`src/rtl/rv_pkg.sv`:
```
// Shared front-end definitions: datapath widths, default reset vector and fetch FSM encoding.
package rv_pkg;

  localparam int unsigned XLEN = 32;
  localparam int unsigned ILEN = 32;

  localparam logic [XLEN-1:0] RESET_PC_DEFAULT = 32'h0000_0000;

  typedef enum logic [1:0] {
    ST_IDLE = 2'd0,
    ST_REQ  = 2'd1,
    ST_WAIT = 2'd2,
    ST_DROP = 2'd3
  } fetch_state_e;

endpackage

```
`src/rtl/instr_fetch_unit_fifo.sv`:
```
// Synchronous instruction buffer: registered head, flush clears contents, occupancy count out.
module fetch_fifo #(
  parameter int unsigned DEPTH = 2,
  parameter int unsigned WIDTH = 64,
  localparam int unsigned PTR_W = $clog2(DEPTH),
  localparam int unsigned CNT_W = PTR_W + 1
) (
  input  logic             clk,
  input  logic             rst_n,
  input  logic             flush,
  input  logic             push,
  input  logic [WIDTH-1:0] push_data,
  input  logic             pop,
  output logic             valid,
  output logic [WIDTH-1:0] head,
  output logic [CNT_W-1:0] count
);

  logic [WIDTH-1:0] mem_q [DEPTH];
  logic [WIDTH-1:0] mem_d [DEPTH];
  logic [PTR_W-1:0] wr_ptr_q, wr_ptr_d;
  logic [PTR_W-1:0] rd_ptr_q, rd_ptr_d;
  logic [CNT_W-1:0] count_q, count_d;
  logic             valid_q, valid_d;
  logic             do_push_c, do_pop_c;

  // A push into a full buffer is only legal when the head leaves on the same edge.
  assign do_pop_c  = pop && valid_q;
  assign do_push_c = push && ((count_q != CNT_W'(DEPTH)) || do_pop_c);

  always_comb begin
    mem_d    = mem_q;
    wr_ptr_d = wr_ptr_q;
    rd_ptr_d = rd_ptr_q;
    count_d  = count_q;
    valid_d  = 1'b0;
    if (flush) begin
      wr_ptr_d = '0;
      rd_ptr_d = '0;
      count_d  = '0;
    end else begin
      if (do_push_c) begin
        mem_d[wr_ptr_q] = push_data;
        wr_ptr_d        = wr_ptr_q + PTR_W'(1);
      end
      if (do_pop_c) begin
        rd_ptr_d = rd_ptr_q + PTR_W'(1);
      end
      count_d = count_q + CNT_W'(do_push_c) - CNT_W'(do_pop_c);
    end
    valid_d = (count_d != '0);
  end

  always_ff @(posedge clk or negedge rst_n) begin
    if (!rst_n) begin
      mem_q    <= '{default: '0};
      wr_ptr_q <= '0;
      rd_ptr_q <= '0;
      count_q  <= '0;
      valid_q  <= 1'b0;
    end else begin
      mem_q    <= mem_d;
      wr_ptr_q <= wr_ptr_d;
      rd_ptr_q <= rd_ptr_d;
      count_q  <= count_d;
      valid_q  <= valid_d;
    end
  end

  assign valid = valid_q;
  assign head  = mem_q[rd_ptr_q];
  assign count = count_q;

endmodule

```
`src/rtl/instr_fetch_unit.sv`:
```
// Instruction fetch front end: owns the PC, keeps one request outstanding against imem,
// buffers returned words and hands {pc, instr} to decode; redirects flush and squash.
module instr_fetch_unit
  import rv_pkg::*;
#(
  parameter int unsigned       ADDR_W     = XLEN,
  parameter logic [ADDR_W-1:0] RESET_PC   = ADDR_W'(RESET_PC_DEFAULT),
  parameter int unsigned       FIFO_DEPTH = 2
) (
  input  logic              clk,
  input  logic              rst,
  output logic              imem_req,
  output logic [ADDR_W-1:0] imem_addr,
  input  logic              imem_ready,
  input  logic              imem_rvalid,
  input  logic [ILEN-1:0]   imem_rdata,
  input  logic              redirect_valid,
  input  logic [ADDR_W-1:0] redirect_pc,
  output logic              instr_valid,
  input  logic              instr_ready,
  output logic [ILEN-1:0]   instr_data,
  output logic [ADDR_W-1:0] instr_pc
);

  localparam int unsigned       ENTRY_W   = ADDR_W + ILEN;
  localparam int unsigned       CNT_W     = $clog2(FIFO_DEPTH) + 1;
  localparam logic [ADDR_W-1:0] WORD_MASK = ~ADDR_W'(3);
  localparam logic [ADDR_W-1:0] START_PC  = RESET_PC & WORD_MASK;
  localparam logic [CNT_W-1:0]  DEPTH_CNT = CNT_W'(FIFO_DEPTH);

  fetch_state_e      state_q, state_d;
  logic [ADDR_W-1:0] fetch_pc_q, fetch_pc_d;
  logic [ADDR_W-1:0] issue_pc_q, issue_pc_d;
  logic              req_q, req_d;
  logic              armed_q, armed_d;

  logic              accept_c, push_c, pop_c, credit_c;
  logic [CNT_W-1:0]  fifo_count, count_after_c;
  logic              fifo_valid;
  logic [ENTRY_W-1:0] fifo_head;

  assign accept_c = req_q && imem_ready;
  assign push_c   = (state_q == ST_WAIT) && imem_rvalid && !redirect_valid;
  assign pop_c    = fifo_valid && instr_ready;

  // Credit looks at occupancy after this edge so a new request never overruns the buffer.
  assign count_after_c = redirect_valid ? '0
                       : fifo_count + CNT_W'(push_c) - CNT_W'(pop_c);
  assign credit_c      = (count_after_c < DEPTH_CNT);

  always_comb begin
    state_d    = state_q;
    fetch_pc_d = fetch_pc_q;
    issue_pc_d = issue_pc_q;
    req_d      = 1'b0;

    unique case (state_q)
      ST_IDLE: begin
        if (credit_c) state_d = ST_REQ;
      end
      ST_REQ: begin
        if (imem_ready) begin
          state_d    = ST_WAIT;
          issue_pc_d = fetch_pc_q;
          fetch_pc_d = fetch_pc_q + ADDR_W'(4);
        end
      end
      ST_WAIT: begin
        if (imem_rvalid) state_d = credit_c ? ST_REQ : ST_IDLE;
      end
      ST_DROP: begin
        if (imem_rvalid) state_d = ST_REQ;
      end
      default: state_d = ST_IDLE;
    endcase

    // Redirect overrides everything; an in-flight response must be squashed in DROP.
    if (redirect_valid) begin
      fetch_pc_d = redirect_pc & WORD_MASK;
      unique case (state_q)
        ST_IDLE: state_d = ST_REQ;
        ST_REQ:  state_d = imem_ready ? ST_DROP : ST_REQ;
        ST_WAIT: state_d = imem_rvalid ? ST_REQ : ST_DROP;
        ST_DROP: state_d = imem_rvalid ? ST_REQ : ST_DROP;
        default: state_d = ST_REQ;
      endcase
    end

    req_d = (state_d == ST_REQ);
  end

  always_ff @(posedge clk or negedge rst) begin
    if (!rst) begin
      state_q    <= ST_IDLE;
      fetch_pc_q <= START_PC;
      issue_pc_q <= '0;
      req_q      <= 1'b0;
    end else begin
      state_q    <= state_d;
      fetch_pc_q <= fetch_pc_d;
      issue_pc_q <= issue_pc_d;
      req_q      <= req_d;
    end
  end

  fetch_fifo #(
    .DEPTH (FIFO_DEPTH),
    .WIDTH (ENTRY_W)
  ) u_fifo (
    .clk       (clk),
    .rst_n     (rst),
    .flush     (redirect_valid),
    .push      (push_c),
    .push_data ({issue_pc_q, imem_rdata}),
    .pop       (pop_c),
    .valid     (fifo_valid),
    .head      (fifo_head),
    .count     (fifo_count)
  );

  assign imem_req               = req_q;
  assign imem_addr              = fetch_pc_q;
  assign instr_valid            = fifo_valid;
  assign {instr_pc, instr_data} = fifo_head;

  // A response still in flight across reset may legally land before the first new accept.
  assign armed_d = armed_q | accept_c;

  always_ff @(posedge clk or negedge rst) begin
    if (!rst) armed_q <= 1'b0;
    else      armed_q <= armed_d;
  end

  a_rvalid_needs_outstanding: assert property (
    @(posedge clk) disable iff (!rst)
    (imem_rvalid && armed_q) |-> (state_q == ST_WAIT || state_q == ST_DROP)
  );

endmodule

```
`config.mk`:
```
export PLATFORM = sky130hd
export DESIGN_NAME = instr_fetch_unit
export DESIGN_NICKNAME = d
export VERILOG_FILES = /design/src/rtl/rv_pkg.sv /design/src/rtl/instr_fetch_unit_fifo.sv /design/src/rtl/instr_fetch_unit.sv
export SDC_FILE = /design/constraint.sdc
export NUM_CORES = 1
export LEC_CHECK = 0
export BUFFER_PORTS_ARGS = -buffer_cell sky130_fd_sc_hd__buf_2
export CORE_MARGIN = 2
export CORE_UTILIZATION = 40
export CTS_CLUSTER_DIAMETER = 100
export DETAILED_ROUTE_END_ITERATION = 16
export PLACE_DENSITY = 0.66
export SYNTH_ARGS = -nofsm -noshare
export SYNTH_HDL_FRONTEND = slang
export SYNTH_SLANG_ARGS = --single-unit
```
`constraint.sdc`:
```
create_clock -name clk -period 2.4 [get_ports clk]
set_input_delay 0 -clock clk [delete_from_list [all_inputs] [get_ports clk]]
set_output_delay 0 -clock clk [all_outputs]
set_load 0.005 [all_outputs]
```
==> results by group <==
Route
  – Iter 0 DRT Violations: 265
  – Post-Route WL: 19740 microns
  – Pre-antenna DRT Iters: 4
  – DRC: 0
  – WL/cell: 16.18 microns
  – Antenna Violating Nets Remaining: 0
  – Vias per std cell: 5.064
  – Via Count: 6178

Logic synthesis
  – Most used DFF post-synth: dfrtp_1
  – Share of the synthesized area in the top cell type: 55.48%
  – Syn Area/Cell: 12.15 sq um
  – FF+latch count, synth: 192
  – Syn Std Cell Area: 8661 sq um
  – Post-synth EDFFs: 0
  – Syn Inst Count: 713
  – Sequential area share after synthesis: 55.48%
  – Ys Warns: 0
  – Ranking of synthesized cells by area: dfrtp_1 (55%), mux2_2 (24%), nand2_1 (4.7%)
  – Ys async rst share: 100.0%
  – Post-synth top cells: dfrtp_1 (192), mux2_2 (187), nand2_1 (109)
  – Yosys cell types: 46
  – Area leader, netlist: dfrtp_1
  – Count leader, synth: dfrtp_1

STA
  – Tmin final: 2095 ps
  – Final Hold Slack: 21.87 ps
  – Fin Clk Skew: 11.41 ps
  – Final Hold Violating Endpoints: 0
  – Relative slew slack: 62.84%
  – RSZ-0062 raised after global routing: no
  – FMAX: 477.3 MHz
  – TNS Setup: 0 ps
  – Final setup violation count: 0
  – Worst-Margin Slew: 557.4 ps
  – Final period util: 87.30%
  – Worst setup margin: 304.9 ps
  – Max Slew Vio Count: 0

Power and ir drop
  – Static Leakage: 5.548 nW
  – Pwr per Cell Area: 917.3 nW/um^2
  – Total Power: 0.01021 W
  – Max VDD drop: 0.4610 mV

Final layout
  – FILL cells: 1863
  – Area growth from synthesis to layout: 28.53%
  – Net count, final: 1005
  – Diodes inserted: 0
  – Post-Layout Cell Count: 1220
  – Layout cells sized above 1: 43.81%

CTS
  – H-tree levels: 4
  – Worst-path clk slew: 80 ps
  – CTS tree: built
  – Num CTS Buffers: 17
  – Clk Latency, worst-skew pair: 430 ps
  – Root buf cell: clkbuf_16
  – Post-cts resize count: 0
  – Sink Count: 192
  – CTS Buffer Depth: 2

GRT
  – Tot GR Track Use: 17.70%
  – Initial antenna violation count: 0
  – GRT overflow: 0
  – Number of global-route vias before repair: 6098
  – First-pass GRT wire length: 31570 microns
  – Largest net degree at the start of global routing: 68

Die
  – Horiz. Die Dim: 151.1 microns
  – Die Y-Extent: 151.1 microns
  – Row cnt: 53
  – IO Pins: 168
  – Die Area: 22840 sq um
  – Starting density of the core: 40.94%
  – Core region area: 21150 sq um

Setup path
  – Nature of the critical path endpoint: flop
  – Crit path arrival time: 2400 ps
  – CP Class: flop to flop
  – Critical Path Start Type: flop
  – Crit path max fanout: 19
  – Critical Path RT: 2710 ps

Place
  – Routability cong.: 0.8129
  – Pre-CTS setup slack: 309.0 ps
  – Post-DP HPWL: 12580 microns
  – DP Cell Count: 1124
  – I/O Buffers: 161

Worst hold path
  – Class of the worst hold path: input pin to flop

Run status
  – Outcome: completed

Flow run
  – Max-cap viol count: 0
==> critical path, stage by stage (launching register included) <==
cell and delay, ps:
dfrtp_1 430, nand4bb_1 250, a31oi_1 350, nor2b_4 250, buf_4 310, mux2_2 370
==> power breakdown <==
group	leakage (nW)	switching, W	internal (W)	total [W]
clock	0.305	0.00131	0.00178	0.00309
sequential	2.51	0.000509	0.00401	0.00452
combinational	2.73	0.00112	0.00148	0.00260
==> worst paths after layout <==
kind | slack [ps] | startpoint | depth (start not counted) | end
worst min register to register | 500 | u_fifo.mem_q[59] | 1 | u_fifo.mem_q[59]
worst max-delay path | 300 | state_q[0] | 5 | u_fifo.mem_q[113]
max in group asynchronous | 1460 | rst | 3 | u_fifo.rd_ptr_q
worst min-delay path | 20 | instr_ready | 4 | u_fifo.rd_ptr_q
min in group asynchronous | 130 | rst | 2 | u_fifo.mem_q[22]
worst max register to register | 300 | state_q[0] | 5 | u_fifo.mem_q[113]
==> state kept, by name, indices dropped and copies added (netlist names) <==
| register | count |
|---|---|
| issue_pc_q | 30 |
| state_q | 2 |
| u_fifo.valid | 1 |
| u_fifo.count | 2 |
| imem_addr | 30 |
| u_fifo.mem_q | 124 |
| u_fifo.rd_ptr_q | 1 |
| imem_req | 1 |
| u_fifo.wr_ptr_q | 1 |
==> cell type report <==
class,count,area (sq um),area share [%]
clock buffer,17,425.4,3.822
timing repair buffer,245,1668,14.98
sequential,192,4806,43.17
tap,275,344.1,3.091
multi-input combinational,469,3645,32.74
inverter,7,26.28,0.2360
clock inverter,15,217.7,1.956
==> cell families (layout without fill, tap and decap cells) <==
| family | after synthesis | count (layout) | share of synthesized area (%) |
|---|---|---|---|
| muxes | 188 | 188 | 24.43 |
| DFF | 192 | 192 | 55.48 |
| AOI/OAI and AO/OA | 54 | 54 | 4.060 |
| and+or+nand+nor | 208 | 208 | 11.66 |
| buffers and inverters | 55 | 284 | 2.687 |
| other | 1 | 4 | 0.04330 |
| adders and majority gates | 3 | 3 | 0.4334 |
| xor gates and xnor gates | 12 | 12 | 1.214 |
==> layout by cell type (no fill, tap or decap), drive strengths merged, types with 14 or more instances in the layout <==
cell / synthesis / final
buf: 17 / 180
mux2: 187 / 187
a31oi: 14 / 14
dlygate4sd3: 0 / 64
nand3: 17 / 17
inv: 7 / 14
nor2: 25 / 25
clkbuf: 31 / 18
nand2: 109 / 109
o21ai: 15 / 15
dfrtp: 192 / 192
==> stage by stage <==
stage / util (%) / area (sq um)
floorplan: - / 8672
global placement: 46.55 / 9848
detailed placement: 46.55 / 9848
CTS: 52.62 / 11130
global route: 52.62 / 11130
finish: 52.62 / 11130
==> timing repair <==
action,CTS,global route
hold buffers,64,0
setup buffers,0,0
endpoints found under the hold margin,161,0
==> layer usage <==
metal  vias up  wire [microns]  part of all wire (%)  track usage [%]
met5         -               0                     0                0
met4         0             253                   1.3            5.374
met3        14             972                   4.9            3.253
met2       163            8966                    45            27.77
met1      3042            9549                    48            25.07
li1       2959               -                     -                -
Power figures use the tool's default switching activity.
